[src/rtl/fp_norm_pipe.sv]
// Two-stage floating-point normaliser: leading-zero count plus exponent adjust, with zero/underflow/overflow flags.
// Define FP_NORM_ROUND_EN to round to nearest-even in stage 2; otherwise G/R/S are truncated.
module fp_norm_pipe #(
    parameter int MANT_W  = 24,
    parameter int EXP_W   = 9,
    parameter int EXP_MAX = 255
) (
    input  logic              clk,
    input  logic              rst,
    input  logic              in_valid,
    output logic              in_ready,
    input  logic              sign_in,
    input  logic [EXP_W-1:0]  exp_in,
    input  logic [MANT_W:0]   mant_in,
    input  logic [2:0]        grs_in,
    output logic              out_valid,
    input  logic              out_ready,
    output logic              sign_out,
    output logic [EXP_W-1:0]  exp_out,
    output logic [MANT_W-1:0] mant_out,
    output logic              flag_zero,
    output logic              flag_uf,
    output logic              flag_of
);

    localparam int V_W   = MANT_W + 4;
    localparam int LZC_W = $clog2(MANT_W);
    localparam int E_W   = EXP_W + 2;
    localparam logic signed [E_W-1:0] EMAX_S = E_W'(EXP_MAX);

    function automatic logic [LZC_W-1:0] lzc_f(input logic [MANT_W-1:0] m);
        logic [LZC_W-1:0] n;
        n = '0;
        for (int i = 0; i < MANT_W; i++)
            if (m[i]) n = LZC_W'(MANT_W - 1 - i);
        return n;
    endfunction

    logic              adv;
    logic              s1_valid;
    logic [V_W-1:0]    s1_v;
    logic [LZC_W-1:0]  s1_lzc;
    logic              s1_sign;
    logic [EXP_W:0]    s1_exp;
    logic              s1_zero;

    logic [V_W-1:0]    v_in, v1;
    logic [EXP_W:0]    e1;
    logic [LZC_W-1:0]  lzc1;

    assign adv      = !out_valid || out_ready;
    assign in_ready = adv;

    // A carry means the value is >= 2.0: drop one bit into sticky and bump the exponent.
    always_comb begin
        v_in = {mant_in, grs_in};
        if (mant_in[MANT_W]) begin
            v1   = {1'b0, v_in[V_W-1:2], v_in[1] | v_in[0]};
            e1   = {1'b0, exp_in} + (EXP_W+1)'(1);
            lzc1 = '0;
        end else begin
            v1   = v_in;
            e1   = {1'b0, exp_in};
            lzc1 = lzc_f(mant_in[MANT_W-1:0]);
        end
    end

    logic [V_W-1:0]          v2;
    logic [MANT_W-1:0]       mant2, mant_f, mant_n;
    logic signed [E_W-1:0]   e2, e_f;
    logic [EXP_W-1:0]        exp_n;
    logic                    z_n, uf_n, of_n;
`ifdef FP_NORM_ROUND_EN
    logic                    inc;
    logic [MANT_W:0]         sum;
`else
    logic                    unused_grs;
`endif

    always_comb begin
        v2    = s1_v << s1_lzc;
        mant2 = v2[MANT_W+2:3];
        e2    = $signed({1'b0, s1_exp}) - $signed(E_W'(s1_lzc));
`ifdef FP_NORM_ROUND_EN
        inc = v2[2] && (v2[1] || v2[0] || mant2[0]);
        sum = {1'b0, mant2} + (MANT_W+1)'(inc);
        if (sum[MANT_W]) begin
            mant_f = {1'b1, {(MANT_W-1){1'b0}}};
            e_f    = e2 + $signed(E_W'(1));
        end else begin
            mant_f = sum[MANT_W-1:0];
            e_f    = e2;
        end
`else
        unused_grs = ^v2[2:0];
        mant_f     = mant2;
        e_f        = e2;
`endif
        mant_n = '0;
        exp_n  = '0;
        z_n    = 1'b0;
        uf_n   = 1'b0;
        of_n   = 1'b0;
        // Underflow is judged before rounding; overflow after, so a round-up can still saturate to Inf.
        if (s1_zero) begin
            z_n = 1'b1;
        end else if (e2 <= $signed(E_W'(0))) begin
            uf_n = 1'b1;
        end else if (e_f >= EMAX_S) begin
            of_n  = 1'b1;
            exp_n = EXP_W'(EXP_MAX);
        end else begin
            mant_n = mant_f;
            exp_n  = e_f[EXP_W-1:0];
        end
    end

    always_ff @(posedge clk or posedge rst) begin
        if (rst) begin
            s1_valid  <= 1'b0;
            s1_v      <= '0;
            s1_lzc    <= '0;
            s1_sign   <= 1'b0;
            s1_exp    <= '0;
            s1_zero   <= 1'b0;
            out_valid <= 1'b0;
            sign_out  <= 1'b0;
            exp_out   <= '0;
            mant_out  <= '0;
            flag_zero <= 1'b0;
            flag_uf   <= 1'b0;
            flag_of   <= 1'b0;
        end else if (adv) begin
            s1_valid  <= in_valid;
            s1_v      <= v1;
            s1_lzc    <= lzc1;
            s1_sign   <= sign_in;
            s1_exp    <= e1;
            s1_zero   <= (mant_in == '0);
            out_valid <= s1_valid;
            sign_out  <= s1_sign;
            exp_out   <= exp_n;
            mant_out  <= mant_n;
            flag_zero <= z_n;
            flag_uf   <= uf_n;
            flag_of   <= of_n;
        end
    end

endmodule
[config.mk]
export PLATFORM = sky130hd
export DESIGN_NAME = fp_norm_pipe
export DESIGN_NICKNAME = d
export VERILOG_FILES = /design/src/rtl/fp_norm_pipe.sv
export SDC_FILE = /design/constraint.sdc
export NUM_CORES = 1
export LEC_CHECK = 0
export BUFFER_PORTS_ARGS = -buffer_cell sky130_fd_sc_hd__buf_2
export CAP_MARGIN = 40
export CORE_MARGIN = 3
export CORE_UTILIZATION = 53
export DETAILED_ROUTE_END_ITERATION = 8
export PLACE_DENSITY = 0.77
export SYNTH_ARGS = -nofsm -noshare
export SYNTH_HDL_FRONTEND = slang
export SYNTH_SLANG_ARGS = --single-unit
[constraint.sdc]
create_clock -name clk -period 3 [get_ports clk]
set_input_delay 0.45 -clock clk [delete_from_list [all_inputs] [get_ports clk]]
set_output_delay 0.45 -clock clk [all_outputs]
set_load 0.1 [all_outputs]
==> results.sh, run 1 <==
export IMPL_portBuffers=80
export IMPL_tightest_slew_ns=0.858
export IMPL_synth_cells=630
export IMPL_final_period_utilization_pct=93.7
export IMPL_setup_viol=0
export IMPL_tns_ns=0
export IMPL_cts_buffer_depth=2
export IMPL_hp_class="input port to async pin"
export IMPL_setup_worst_path_end_class="flop"
export IMPL_drc=0
export IMPL_drive_above_1_share_pct=23.8
export IMPL_synth_edf_count=0
export IMPL_fp_dieH_um=111
export IMPL_grt_antenna_before_repair=0
export IMPL_fp_coreArea_mm2=0.0105
export IMPL_hold_viol_final=0
export IMPL_drt_iter0_markers=394
export IMPL_vias=5091
export IMPL_die_area_mm2=0.0123
export IMPL_fill_cells=885
export IMPL_grt_pass1_wl_um=23900
export IMPL_cts_made_buffers=9
export IMPL_slew_violations=0
export IMPL_use_met1_pct=34.6
export IMPL_cts_sinks=83
export IMPL_synth_area_leaders="dfrtp_1 (36%), mux2i_1 (10%), nand2_1 (7.3%)"
export IMPL_syn_avg_cell_area_um2=9.23
export IMPL_row_count=37
export IMPL_clk_pin_slew_ns=0.08
export IMPL_layout_common_cells="nand2_1 (113), dfrtp_1 (82), buf_2 (80)"
export IMPL_nets=747
export IMPL_htreeDepth=3
export IMPL_fmax_ghz=0.356
export IMPL_syn_num_nets=679
export IMPL_layout_area_overhead_vs_synth_pct=12.7
export IMPL_fin_cells=838
export IMPL_grt_ovfl_total=0
export IMPL_synthArstFlopShare_pct=100
export IMPL_cts_tree="yes"
export IMPL_clkLatencyLatePin_ns=0.37
export IMPL_critPathMaxFanout=13
export IMPL_synth_seq_cells=83
export IMPL_period_minus_slack_ns=2.81
export IMPL_holdBufCountCts=0
export IMPL_cp_arrival_ns=3.07
export IMPL_p_leak_nw=2.87
export IMPL_rsz0062_at_grt="yes"
export IMPL_first_global_vias=4742
export IMPL_synth_cell_types=69
export IMPL_first_pass_iters=5
export IMPL_start_util_pct=55.4
export IMPL_placed_cells=821
export IMPL_gr_max_usage_layer="met2"
export IMPL_status="complete, no violations"
export IMPL_yosysSeqAreaShare_pct=35.7
export IMPL_grt_max_degree=72
export IMPL_n_antenna_cell=0
export IMPL_fin_skew_ns=0.00717
export IMPL_fp_dieW_um=111
export IMPL_ioPinCount=81
export IMPL_post_drt_via_cell_ratio=6.08
export IMPL_p_per_area_mw_per_mm2=716
export IMPL_relSlewSlack_pct=42.8
export IMPL_peakVddDrop_v=0.000641
export IMPL_place_congestion=0.984
export IMPL_critPathKind="flop to flop"
export IMPL_totalPowerFinal_w=0.00469
export IMPL_met3_usage_pct=5.02
export IMPL_final_util_pct=62.4
export IMPL_synth_warnings=0
export IMPL_grt_usage_pct=23.5
export IMPL_met2_usage_pct=34.9
export IMPL_drt_wirelength_per_cell_um=16.9
export IMPL_syn_cell_area_mm2=0.00582
export IMPL_synth_top_area_share_pct=35.7
export IMPL_wl_um=14200
export IMPL_dp_hpwl_um=10700
export IMPL_layout_commonest_cell="nand2_1"
export IMPL_synth_main_ff_cell="dfrtp_1"
export IMPL_maxCapViolCount=0
export IMPL_yosysTopAreaCell="dfrtp_1"
export IMPL_crit_required_ns=3.25
export IMPL_drt_antenna_violating_nets=0
export IMPL_cts_root_buf="clkbuf_8"
export IMPL_regToRegSetupSlack_ns=0.19
export IMPL_crit_path_start_kind="flop"
## cells by family after synthesis
family / count (synthesis) / share of synthesized area [%]
flip-flops: 83 / 35.7
buffers and inverters: 58 / 4.73
XOR/XNOR: 10 / 1.51
AND/OR/NAND/NOR: 223 / 17.6
multiplexers: 87 / 18.5
adder cells (fa/ha/maj): 7 / 1.63
AO/OA/AOI/OAI: 162 / 20.3
## cells in the mapped netlist (4+ instances only)
cell type,instances
clkbuf_1,21
nand4_1,5
o31ai_1,14
buf_2,10
buf_4,6
o21ai_1,4
nand2_1,113
a21oi_1,18
nor3_1,12
nor4_1,4
mux2_2,13
mux2i_1,59
nor2b_1,5
mux4_2,15
dfrtp_1,83
o41ai_2,9
o22ai_1,7
a221oi_1,4
ha_1,6
a22o_1,9
nor2_1,38
o21ai_0,55
xor2_1,6
o221ai_1,4
o211ai_1,4
inv_1,15
nand3_1,15
xnor2_1,4
nand2b_1,7
## final timing paths
kind | startpoint | endpoint | depth (start not counted)
worst max-delay path | s1_exp[0] | mant_out[10] | 11
worst min-delay path | rst | exp_out[3] | 2
worst max register to register | s1_exp[0] | mant_out[10] | 11
worst min register to register | s1_valid | s1_valid | 2
max in group asynchronous | rst | s1_lzc[4] | 3
min in group clk | in_valid | s1_valid | 3
## routing by layer
metal  vias to the layer above  part of all wire (%)  wire length (um)
li1                       2464                     -                 -
met1                      2419                    46              6590
met2                       188                    45              6400
met3                        20                   7.0               987
met4                         0                   1.4               203
met5                         -                     0                 0
## through the flow
step	instance area, um2	hold slack [ns]	worst slack, ns
floorplan	5820	0.430	0.0114
global placement	6340	0.440	0.261
detailed placement	6340	0.448	0.107
CTS	6540	0.179	0.0854
global route	6560	0.220	-0.0694
finish	6560	0.165	0.188
## power breakdown
group          switching (W)  internal, W
combinational        0.00175     0.000611
sequential          0.000167      0.00133
clock               0.000408     0.000429
## worst max-delay path: stages (launching register included)
cell and delay (ns):
dfrtp_1 0.36, inv_1 0.07, ha_1 0.20, inv_1 0.07
fa_1 0.44, a211oi_4 0.39, or2_4 0.21, a21oi_1 0.08
o2111ai_2 0.24, o21ai_2 0.09, buf_4 0.20, o41ai_1 0.36
## area by class of cell
cell class	instances	area (um2)	area share (%)
clock buffer	12	155	2.37
clock inverter	3	46.3	0.706
inverter	15	57.6	0.878
multi-input combinational	489	3470	53.0
sequential	83	2080	31.7
tap	136	170	2.59
timing repair buffer	100	576	8.78
## timing repair
action,in CTS,in global routing
setup buffers,0,2
setup endpoints to repair,0,25
gates resized for setup,0,2
hold endpoints to repair,0,0
## state kept, by name, summed over array words and instances, names as in the netlist
signal and count:
s1_valid 1, mant_out 24, s1_exp 10, out_valid 1, s1_zero 1, flag_of 1
flag_zero 1, sign_out 1, exp_out 9, s1_sign 1, s1_lzc 5, s1_v 27
flag_uf 1
No activity file was read; power rests on OpenSTA's default activity.
==> run 2: changes to the inputs <==
GPL_TIMING_DRIVEN = 0   (was default)
==> run 2 against run 1 <==
  * Sequential power is essentially flat
  * Design area is 3.1% higher
  * Register-to-register slack got worse by 0.04 ns
  * Largest power group unchanged
  * Global-route usage up 2.2 points
  * Non-clock buffer count rose by 29
  * Combinational power increased by 3%
  * Routed wire length up 12%
  * Power rose by 1.9%
  * Sequential share of layout area down 0.89 points
  * Flip-flop and latch count is the same
  * Count of clock-buffer cells in the layout shrank 1
==> results.sh, run 2 (same netlist as run 1, synthesis figures left out) <==
export IMPL_final_period_utilization_pct=95.0
export IMPL_relSlewSlack_pct=54.6
export IMPL_vias=5281
export IMPL_drt_wirelength_per_cell_um=18.4
export IMPL_grt_antenna_before_repair=0
export IMPL_status="complete, no violations"
export IMPL_grt_usage_pct=25.7
export IMPL_peakVddDrop_v=0.000640
export IMPL_layout_commonest_cell="nand2_1"
export IMPL_start_util_pct=55.4
export IMPL_layout_common_cells="nand2_1 (113), buf_2 (87), dfrtp_1 (79)"
export IMPL_cts_buffer_depth=2
export IMPL_clockPowerShare_pct=17.8
export IMPL_clk_pin_slew_ns=0.09
export IMPL_wl_um=16000
export IMPL_cts_made_buffers=9
export IMPL_regToRegSetupSlack_ns=0.15
export IMPL_rr_startpoint="s1_lzc[1]"
export IMPL_setup_viol=0
export IMPL_fmax_ghz=0.351
export IMPL_first_global_vias=5006
export IMPL_grt_pass1_wl_um=25900
export IMPL_row_count=37
export IMPL_setup_worst_path_end_class="flop"
export IMPL_htreeDepth=3
export IMPL_largest_reg_flops=27
export IMPL_place_congestion=0.968
export IMPL_grt_ovfl_total=0
export IMPL_crit_required_ns=3.25
export IMPL_reg2reg_to="flag_of"
export IMPL_drive_above_1_share_pct=26.7
export IMPL_rsz0062_at_grt="no"
export IMPL_ioPinCount=81
export IMPL_top_register="s1_v"
export IMPL_power_switching_w=0.00239
export IMPL_critPathMaxFanout=10
export IMPL_hold_ws_ns=0.129
export IMPL_slew_violations=0
export IMPL_dp_hpwl_um=12400
export IMPL_period_minus_slack_ns=2.85
export IMPL_nets=776
export IMPL_hp_class="input port to async pin"
export IMPL_first_pass_iters=8
export IMPL_drt_iter0_markers=581
export IMPL_cp_arrival_ns=3.10
export IMPL_critPathKind="flop to flop"
export IMPL_tightest_slew_ns=0.680
export IMPL_grt_max_degree=44
export IMPL_fp_dieH_um=111
export IMPL_fin_cells=867
export IMPL_internal_power_w=0.00239
export IMPL_die_area_mm2=0.0123
export IMPL_hold_viol_final=0
export IMPL_fp_coreArea_mm2=0.0105
export IMPL_portBuffers=79
export IMPL_combPwrFrac_pct=50.9
export IMPL_reg2reg_depth=10
export IMPL_seqPwrFrac_pct=31.3
export IMPL_drc=0
export IMPL_crit_path_start="s1_lzc[1]"
export IMPL_post_drt_via_cell_ratio=6.09
export IMPL_clkLatencyLatePin_ns=0.37
export IMPL_fin_skew_ns=0.0128
export IMPL_maxCapViolCount=0
export IMPL_fp_dieW_um=111
export IMPL_cts_tree="yes"
export IMPL_sw_frac_of_total_pct=50.0
export IMPL_placed_cells=846
export IMPL_cts_sinks=83
export IMPL_cts_root_buf="clkbuf_8"
export IMPL_crit_path_start_kind="flop"
export IMPL_reg_largest_list="s1_v: 27 flops, mant_out: 24 flops, s1_exp: 10 flops"
export IMPL_p_leak_nw=2.94
export IMPL_drt_antenna_violating_nets=0
export IMPL_p_per_area_mw_per_mm2=707
export IMPL_layout_area_overhead_vs_synth_pct=16.2
export IMPL_n_antenna_cell=0
run 2: cell types whose count changed in the layout (fill, tap and decap cells not counted), moves of 2 or more:
cell	previous run	this run
clkbuf_1	1	16
buf_2	80	87
clkinvlp_4	1	6
buf_6	0	4
inv_1	14	10
dfrtp_1	82	79
dfrtp_2	1	4
ha_1	6	3
ha_2	0	3
buf_1	0	2
run 2: what timing repair did:
item                       in CTS  in global routing
gates resized for setup        12                 12
setup buffers                   5                  8
pin swaps                       1                  2
cloned                          0                  0
hold buffers                    0                  0
setup endpoints to repair      33                 27
run 2: routing by layer:
| layer | vias to the layer above | GRT usage, % | wire [um] |
|---|---|---|---|
| met1 | 2525 | 36.5 | 7220 |
| li1 | 2518 | - | - |
| met2 | 219 | 40.5 | 7360 |
| met4 | 0 | 6.40 | 194 |
| met3 | 19 | 5.51 | 1170 |
| met5 | - | 0 | 0 |
run 2: power groups by stage:
stage          logic, W  clock network [W]  registers, W
5_1_grt         0.00257           0.000899       0.00152
3_5_place_dp    0.00237                  0       0.00152
2_1_floorplan  0.000926                  0       0.00246
3_3_place_gp    0.00235                  0       0.00150
6_report        0.00243           0.000853       0.00149
4_1_cts         0.00239           0.000853       0.00150
run 2: stage by stage:
stage / power [W] / utilization, % / worst slack [ns] / TNS (ns) / area, um2
2_1_floorplan: 0.00339 / - / 0.0114 / 0 / 5820
3_3_place_gp: 0.00385 / 60.7 / -0.480 / -51.86 / 6380
3_5_place_dp: 0.00389 / 60.9 / -0.494 / -13.55 / 6400
4_1_cts: 0.00474 / 63.3 / 0.0231 / 0 / 6660
5_1_grt: 0.00499 / 64.3 / 0.0117 / 0 / 6760
6_report: 0.00478 / 64.3 / 0.150 / 0 / 6760
run 2: worst max-delay path by stage:
stage	endpoint	slack (ns)	depth (start not counted)
after floorplan	mant_out[7]	0.01	11
after global placement	s1_v[3]	-0.48	2
after detailed placement	mant_out[4]	-0.49	13
after CTS	mant_out[13]	0.02	12
after global routing	mant_out[4]	0.01	13
final	flag_of	0.15	10
run 2: cell type report:
class,count,area [um2]
fillers,892,3750
multi-input cells,489,3510
flip-flops and latches,83,2080
repair buffers,93,513
plain buffers,36,210
well taps,136,170
clock buffers,11,151
inverters,15,73.8
clock inverters,4,50.0
run 2: critical path, cell delays in order (launching register included):
cell	delay (ns)
dfrtp_1	0.40
buf_12	0.14
clkinvlp_4	0.10
buf_4	0.15
ha_1	0.29
nor2b_1	0.16
o2111a_1	0.32
o211ai_1	0.48
a31oi_2	0.19
buf_4	0.20
a221o_1	0.31
